--- src/rtl/mem_bus_arbiter.sv ---
// Two-master round-robin arbiter for the PicoRV32 native memory bus, with a per-transaction timeout.
// Latency: one arbitration cycle from request to s_valid; completion is combinational from s_ready.
// Backpressure: the owner holds the bus until s_ready or timeout; IDLE always separates transactions.
module mem_bus_arbiter #(
  parameter int unsigned TIMEOUT   = 256,
  parameter logic [31:0] ERR_RDATA = 32'hDEADBEEF
) (
  input  logic        clk,
  input  logic        reset,
  input  logic        m0_valid,
  input  logic [31:0] m0_addr,
  input  logic [31:0] m0_wdata,
  input  logic [3:0]  m0_wstrb,
  output logic [31:0] m0_rdata,
  output logic        m0_ready,
  input  logic        m1_valid,
  input  logic [31:0] m1_addr,
  input  logic [31:0] m1_wdata,
  input  logic [3:0]  m1_wstrb,
  output logic [31:0] m1_rdata,
  output logic        m1_ready,
  output logic        s_valid,
  output logic [31:0] s_addr,
  output logic [31:0] s_wdata,
  output logic [3:0]  s_wstrb,
  input  logic [31:0] s_rdata,
  input  logic        s_ready,
  output logic [1:0]  grant,
  output logic        timeout_err
);

  // A zero TIMEOUT disables the watchdog; keep the counter at least one bit wide so it still elaborates.
  localparam bit          TO_EN   = (TIMEOUT > 0);
  localparam int          CW      = TO_EN ? $clog2(TIMEOUT + 1) : 1;
  localparam logic [CW-1:0] TO_LAST = CW'(TIMEOUT - 1);
  localparam logic [CW-1:0] CNT_MAX = {CW{1'b1}};

  typedef enum logic [1:0] {
    IDLE = 2'd0,
    OWN0 = 2'd1,
    OWN1 = 2'd2
  } state_t;

  state_t        state_q, state_d;
  logic          last_grant_q, last_grant_d;
  logic [CW-1:0] cnt_q, cnt_d;

  logic          own_sel;
  logic          own_valid;
  logic          timeout_hit;
  logic          own_ready;
  logic [31:0]   own_rdata;

  // State, round-robin pointer and timeout counter; last_grant resets to 1 so m0 wins the first tie.
  always_ff @(posedge clk or posedge reset) begin
    if (reset) begin
      state_q      <= IDLE;
      last_grant_q <= 1'b1;
      cnt_q        <= '0;
    end else begin
      state_q      <= state_d;
      last_grant_q <= last_grant_d;
      cnt_q        <= cnt_d;
    end
  end

  // Next-state and all bus outputs; outputs are zero in IDLE so reset forces them low asynchronously.
  always_comb begin
    state_d      = state_q;
    last_grant_d = last_grant_q;
    cnt_d        = cnt_q;
    own_sel      = 1'b0;
    own_valid    = 1'b0;
    timeout_hit  = 1'b0;
    own_ready    = 1'b0;
    own_rdata    = '0;
    s_valid      = 1'b0;
    s_addr       = '0;
    s_wdata      = '0;
    s_wstrb      = '0;
    grant        = 2'b00;
    timeout_err  = 1'b0;
    m0_ready     = 1'b0;
    m0_rdata     = '0;
    m1_ready     = 1'b0;
    m1_rdata     = '0;

    case (state_q)
      IDLE: begin
        // Tie goes to whichever master did not own the bus last.
        if (m0_valid && (!m1_valid || last_grant_q)) begin
          state_d      = OWN0;
          last_grant_d = 1'b0;
          cnt_d        = '0;
        end else if (m1_valid) begin
          state_d      = OWN1;
          last_grant_d = 1'b1;
          cnt_d        = '0;
        end
      end

      OWN0, OWN1: begin
        own_sel     = (state_q == OWN1);
        own_valid   = own_sel ? m1_valid : m0_valid;
        s_addr      = own_sel ? m1_addr  : m0_addr;
        s_wdata     = own_sel ? m1_wdata : m0_wdata;
        s_wstrb     = own_sel ? m1_wstrb : m0_wstrb;
        grant       = own_sel ? 2'b10 : 2'b01;
        timeout_hit = TO_EN && (cnt_q == TO_LAST) && !s_ready;

        if (!own_valid) begin
          // Master withdrew its request: release the bus silently.
          state_d = IDLE;
        end else if (s_ready) begin
          // s_ready beats a coincident timeout.
          s_valid   = 1'b1;
          own_ready = 1'b1;
          own_rdata = s_rdata;
          state_d   = IDLE;
        end else if (timeout_hit) begin
          own_ready   = 1'b1;
          own_rdata   = ERR_RDATA;
          timeout_err = 1'b1;
          state_d     = IDLE;
        end else begin
          s_valid = 1'b1;
          cnt_d   = (cnt_q == CNT_MAX) ? cnt_q : cnt_q + 1'b1;
        end

        if (own_sel) begin
          m1_ready = own_ready;
          m1_rdata = own_rdata;
        end else begin
          m0_ready = own_ready;
          m0_rdata = own_rdata;
        end
      end

      default: state_d = IDLE;
    endcase
  end

endmodule
--- config.mk ---
export PLATFORM = sky130hd
export DESIGN_NAME = mem_bus_arbiter
export DESIGN_NICKNAME = d
export VERILOG_FILES = /design/src/rtl/mem_bus_arbiter.sv
export SDC_FILE = /design/constraint.sdc
export NUM_CORES = 1
export LEC_CHECK = 0
export CAP_MARGIN = 20
export CORE_AREA = 2 2 120 122
export CTS_BUF_LIST = sky130_fd_sc_hd__clkbuf_16
export CTS_CLUSTER_SIZE = 24
export DETAILED_ROUTE_END_ITERATION = 7
export DIE_AREA = 0 0 122 124
export GPL_ROUTABILITY_DRIVEN = 1
export MAX_ROUTING_LAYER = met4
export SKIP_LAST_GASP = 1
export SLEW_MARGIN = 40
export SYNTH_ARGS = -nofsm -noshare
export SYNTH_HDL_FRONTEND = slang
export SYNTH_SLANG_ARGS = --single-unit
--- constraint.sdc ---
create_clock -name clk -period 5.69 [get_ports clk]
set_input_delay 1.138 -clock clk [delete_from_list [all_inputs] [get_ports clk]]
set_output_delay 1.138 -clock clk [all_outputs]
set_load 0.03 [all_outputs]
==> results of run 1 <==
-- report_power, final --
group / switching, mW / internal, mW
clock: 0.0369 / 0.0926
combinational: 1.22 / 0.833
sequential: 0.0152 / 0.102
total: 1.27 / 1.03
-- worst paths after layout --
check	cells past startpoint	slack, ns	startpoint	end
worst min-delay path	1	0.51	cnt_q[5]$_DFFE_PP0P_	cnt_q[5]$_DFFE_PP0P_
min in group asynchronous	2	1.22	reset	cnt_q[0]$_DFFE_PP0P_
worst max register to register	6	2.99	state_q[0]$_DFFE_PP0P_	state_q[0]$_DFFE_PP0P_
max in group asynchronous	2	4.12	reset	last_grant_q$_DFFE_PP1P_
worst min register to register	1	0.51	cnt_q[5]$_DFFE_PP0P_	cnt_q[5]$_DFFE_PP0P_
worst max-delay path	6	1.14	state_q[0]$_DFFE_PP0P_	s_wdata[25]
-- area by class of cell --
class	count	area (um2)
Fill cell	1430	8080
Timing Repair Buffer	314	3150
Multi-Input combinational cell	301	1850
Sequential cell	12	302
Tap cell	180	225
Clock buffer	3	75.1
Inverter	10	38.8
Clock inverter	1	3.75
-- layout by cell type, fill, tap and decap left out, types with 2 or more instances in the layout --
cell type        synthesis  routed
clkdlybuf4s50_1          0     310
nor3_1                   3       3
a41oi_1                  2       2
inv_1                    6       6
nor2_1                 143     143
clkbuf_16                0       3
and2_1                  17      17
buf_4                    1       3
mux2i_1                 68      68
a31oi_1                  5       5
inv_2                    4       3
nand2_1                 13      13
ha_1                     6       5
o21ai_0                  4       4
dfrtp_1                 11      11
nor3_2                   4       4
nand3_1                  6       6
nand4_1                  4       4
a21oi_1                  7       7
-- cell usage after synthesis (all sizes together) --
| library cell | number |
|---|---|
| nand2 | 13 |
| dfstp | 1 |
| a31oi | 5 |
| o221ai | 1 |
| nor2 | 143 |
| dfrtp | 11 |
| o32ai | 1 |
| or4b | 1 |
| mux2 | 1 |
| a211oi | 1 |
| o311ai | 1 |
| nor3b | 1 |
| clkbuf | 8 |
| a221o | 1 |
| nand3 | 6 |
| and2 | 18 |
| nor4 | 2 |
| mux2i | 69 |
| o22ai | 1 |
| buf | 15 |
| inv | 10 |
| a41oi | 2 |
| or2 | 1 |
| o21a | 1 |
| nor3 | 7 |
| nand4b | 1 |
| ha | 6 |
| a21oi | 7 |
| nand4 | 4 |
| o21ai | 5 |
| o211ai | 1 |
| or3b | 1 |
-- routing by layer --
| layer | vias to the layer above | part of all wire [%] | global-route usage [%] |
|---|---|---|---|
| met4 | 0 | 0.79 | 2.30 |
| li1 | 1760 | - | - |
| met3 | 8 | 10 | 4.08 |
| met5 | - | 0 | - |
| met1 | 1581 | 34 | 13.9 |
| met2 | 204 | 55 | 29.3 |
-- stage by stage --
stage,total power [mW],worst slack (ns)
floorplan,1.34,2.35
global placement,2.19,1.26
detailed placement,2.20,1.17
CTS,2.34,1.17
global route,2.44,0.883
finish,2.30,1.14
-- sequential cells by signal, summed over array words and instances (netlist names) --
name,cells
last_grant_q,1
state_q,2
cnt_q,9
-- worst register-to-register path, delay by kind of cell, from the launching register on --
kind	cells	cell delay, ns
DFF	1	0.37
buffers and inverters	2	0.81
AOI/OAI and AO/OA	2	0.29
and+or+nand+nor	1	0.49
adders and majority gates	1	0.64
-- logic make-up (layout without fill, tap and decap cells) --
family	after synthesis	after routing	share of synthesized area, %
adders and majority gates	6	6	3.29
AOI/OAI and AO/OA	27	27	7.85
DFF	12	12	13.2
muxes	70	70	30.9
buffers and inverters	33	328	6.03
and+or+nand+nor	198	198	38.7
==> reports/metrics.csv, run 1 <==
metric;value;unit
ioPinCount;311;
dp_cells;817;
crit_chain;inv_1 -> ha_1 -> clkinv_2 -> buf_4 -> nor2_1 -> clkdlybuf4s50_1;
gp_congestion;0.833;
dp_hpwl;10.6;mm
max_freq;0.220;GHz
synthCells;346;
cpPeakStageDelay;0.70;ns
tns;0;ns
postCtsSetupRepairBufs;0;
die-height;124;um
synthTopCellsByArea;mux2i_1 (30%), nor2_1 (24%), dfrtp_1 (12%);
numCtsBuffers;3;
detail_route.vias_per_cell;4.33;
syn_nets;525;
grt_overflow;0;
diodes;0;
insertion_delay;0.24;ns
place_area;5560;um2
yosys.area.top_type;mux2i_1;
clkSinkCount;12;
slowest_stage;clkdlybuf4s50_1;
whs;0.515;ns
die_area;15100;um2
drtIter0Drc;56;
yosysWarnings;0;
leakage;2.15;nW
worstPathRequired;4.55;ns
path_class;reg2out;
post_drt_wl_per_cell;14.8;um
hold_class;reg2reg;
track_usage;14.6;%
power_density;408;nW/um2
wl;12.1;mm
start_util;16.6;%
cts_root_buf;clkbuf_16;
fin_nets;821;
maxCapViolations;0;
path_buf_inv;4;
outcome;finished, final reports clean;
drive_gt1_share;3.90;%
die_x;122;um
cp-start-kind;register;
fin_crit;4.55;ns
grt_pass1_vias;3389;
fin_cells;821;
fin_area;5640;um2
post-route-period-util;80.0;%
cts_resized;0;
irDropWorstVdd;0.000248;V
finalClockSkew;0.00284;ns
max_slew_margin;53.8;%
synth_top_area_share;29.8;%
drt-pass1-iter-count;4;
end_kind;primary output;
synth_area;2280;um2
cts_tree;yes;
finalHoldViolations;0;
setup_viol;0;
arrival;3.42;ns
tightestPinTransition;0.694;ns
route.detailed.drc;0;
path_max_fanout;49;
syn2layout_area_growth;147;%
seq_area_frac_synth;13.2;%
antenna_found_initial;0;
placementRows;43;
clk_pin_slew;0.04;ns
synth_cell_types;40;
ys_seq_elements;12;
crit_family;buffers and inverters;
cts_max_level;1;
fin_util;41.1;%
avgSynthCellArea;6.59;um2
rsz0062_at_grt;false;
grt_max_degree;50;
vias;3553;
antenna_left;0;
core_area;13700;um2
hold_buffers;0;
port_buffers;310;
report.final.slew_viol_count;0;
cts_max_path_buffers;2;
grt_pass1_wl;17.1;mm
Note: power is estimated with default switching activity, not from simulation.
==> run 2: changes to the inputs <==
CORE_AREA = 2 2 121 123   (was 2 2 120 122)
DIE_AREA = 0 0 123 125   (was 0 0 122 124)
clock period = 4.7 ns   (was 5.69 ns; I/O delays follow)
==> run 2 against run 1 <==
  * Cell count grew 0.61%
  * Die area grew 1.6%
  * Combinational power increased by 21%
  * Design area is 0.24% higher
  * Setup slack got worse by 0.58 ns
  * Sequential share of layout area about the same
  * Total power up 21%
  * Count of clock-buffer cells in the layout unchanged
  * Global-route usage is 0.38 points lower
  * First-iteration DRC count up 63%
  * Clock power increased by 22%
==> reports/metrics.csv, run 2 (same netlist as run 1, synthesis figures left out) <==
metric;value;unit;change
ioPinCount;311;;unchanged
irDropWorstVdd;0.000247;V;was 0.000248 V
p_switching;1.54;mW;was 1.27 mW
drive_gt1_share;4.05;%;was 3.90%
met2_usage;26.9;%;was 29.3%
cts_root_buf;clkbuf_16;;unchanged
setup_viol;0;;unchanged
power_frac_clock;5.7;%;was 5.6%
post_drt_wl_per_cell;14.0;um;was 14.8 um
syn2layout_area_growth;148;%;was 147%
placementRows;44;;was 43
diodes;0;;unchanged
hold_buffers;0;;unchanged
path_max_fanout;8;;was 49
pwr-share-comb;89.2;%;was 89.3%
finalClockSkew;0.00534;ns;was 0.00284 ns
largest-register;cnt_q;;unchanged
met1_usage;14.5;%;was 13.9%
cp-start-kind;input pin;;was register
dp_cells;822;;was 817
cts_max_path_buffers;2;;unchanged
cts_max_level;1;;unchanged
hold_class;reg2reg;;unchanged
start_util;16.1;%;was 16.6%
outcome;finished, final reports clean;;unchanged
drt-pass1-iter-count;4;;unchanged
vias;3544;;was 3,553
drtIter0Drc;91;;was 56
final_common_cell;clkdlybuf4s50_1;;unchanged
finalHoldViolations;0;;unchanged
detail_route.vias_per_cell;4.29;;was 4.33
grt_overflow;0;;unchanged
arrival;3.20;ns;was 3.42 ns
p_seq_share;5.1;%;about the same
fin_nets;822;;was 821
numCtsBuffers;3;;unchanged
grt_pass1_vias;3409;;was 3,389
grt_max_degree;62;;was 50
port_buffers;310;;unchanged
switching_share;55.1;%;was 55.3%
route.detailed.drc;0;;unchanged
die-height;125;um;was 124 um
end_kind;primary output;;unchanged
met3_usage;3.19;%;was 4.08%
tns;0;ns;unchanged
die_area;15400;um2;was 15,100 um2
antenna_found_initial;0;;unchanged
maxCapViolations;0;;unchanged
report.final.slew_viol_count;0;;unchanged
p_int;1.25;mW;was 1.03 mW
worstPathRequired;3.76;ns;was 4.55 ns
max_slew_margin;59.7;%;was 53.8%
largestRegisters;cnt_q x9, state_q x2, last_grant_q x1;;unchanged
insertion_delay;0.24;ns;about the same
fin_cells;826;;was 821
gp_congestion;0.857;;was 0.833
power_density;493;nW/um2;was 408 nW/um2
wl;11.5;mm;was 12.1 mm
post-place-ws;0.529;ns;was 1.17 ns
postCtsSetupRepairBufs;0;;unchanged
dp_hpwl;9.93;mm;was 10.6 mm
fin_crit;4.14;ns;
clkSinkCount;12;;unchanged
largest_register_ffs;9;;unchanged
max_freq;0.242;GHz;
top_usage_layer;met2;;unchanged
leakage;2.16;nW;was 2.15 nW
cts_resized;0;;unchanged
track_usage;14.2;%;was 14.6%
core_area;14200;um2;was 13,700 um2
final_cell_mix;clkdlybuf4s50_1 (310), nor2_1 (143), mux2i_1 (68);;unchanged
post-route-period-util;88.1;%;
die_x;123;um;was 122 um
clk_pin_slew;0.04;ns;about the same
grt_pass1_wl;16.9;mm;was 17.1 mm
fin_ws;0.560;ns;was 1.14 ns
rsz0062_at_grt;false;;unchanged
tightestPinTransition;0.605;ns;was 0.694 ns
cts_tree;yes;;unchanged
antenna_left;0;;unchanged
path_class;in2out;;was reg2out
==> run 2: cell count changes in the layout (fill, tap and decap cells not counted) <==
cell,before,now
inv_1,6,7
inv_4,0,1
buf_4,3,4
clkinv_2,1,0
clkinv_1,1,0
==> run 2: metal layers <==
layer | up-vias | wire, um
met5 | - | 0
met4 | 0 | 193
met3 | 12 | 1160
met2 | 210 | 5910
met1 | 1555 | 4270
li1 | 1767 | -
==> run 2: metrics by stage <==
| step | util [%] | power, mW | cell area (um2) | hold WS [ns] |
|---|---|---|---|---|
| finish | 39.8 | 2.79 | 5660 | 0.515 |
| global route | 39.8 | 2.95 | 5660 | 0.552 |
| CTS | 39.8 | 2.83 | 5660 | 0.515 |
| detailed placement | 39.3 | 2.66 | 5580 | 0.509 |
| global placement | 39.3 | 2.65 | 5580 | 0.502 |
| floorplan | - | 1.62 | 2280 | 0.472 |
==> run 2: power groups by stage <==
stage / Clock (mW) / Combinational, mW / Sequential, mW
finish: 0.159 / 2.49 / 0.141
global route: 0.167 / 2.64 / 0.144
floorplan: 0 / 1.48 / 0.137
global placement: 0 / 2.51 / 0.141
CTS: 0.161 / 2.53 / 0.141
detailed placement: 0 / 2.52 / 0.143
==> run 2: final cells by class <==
class | count | area (um2)
clock buffers | 3 | 75.1
clock inverters | 1 | 3.75
fillers | 1449 | 8550
inverters | 10 | 40.0
multi-input cells | 301 | 1850
flip-flops and latches | 12 | 302
well taps | 184 | 230
repair buffers | 315 | 3150
==> run 2: worst paths after layout <==
check | startpoint | end | slack, ns | depth (start not counted)
worst min-delay path | cnt_q[5]$_DFFE_PP0P_ | cnt_q[5]$_DFFE_PP0P_ | 0.52 | 1
worst min register to register | cnt_q[5]$_DFFE_PP0P_ | cnt_q[5]$_DFFE_PP0P_ | 0.52 | 1
worst max register to register | cnt_q[0]$_DFFE_PP0P_ | cnt_q[7]$_DFFE_PP0P_ | 2.22 | 8
worst max-delay path | m0_valid | m0_rdata[20] | 0.56 | 6
min in group asynchronous | reset | cnt_q[0]$_DFFE_PP0P_ | 1.04 | 2
max in group asynchronous | reset | last_grant_q$_DFFE_PP1P_ | 3.29 | 2
==> run 2: worst max-delay path, stage by stage <==
cell and delay [ns]:
clkdlybuf4s50_1 0.62, mux2_2 0.26, nand2_1 0.13, nor3_2 0.38, and2_1 0.19, clkdlybuf4s50_1 0.67
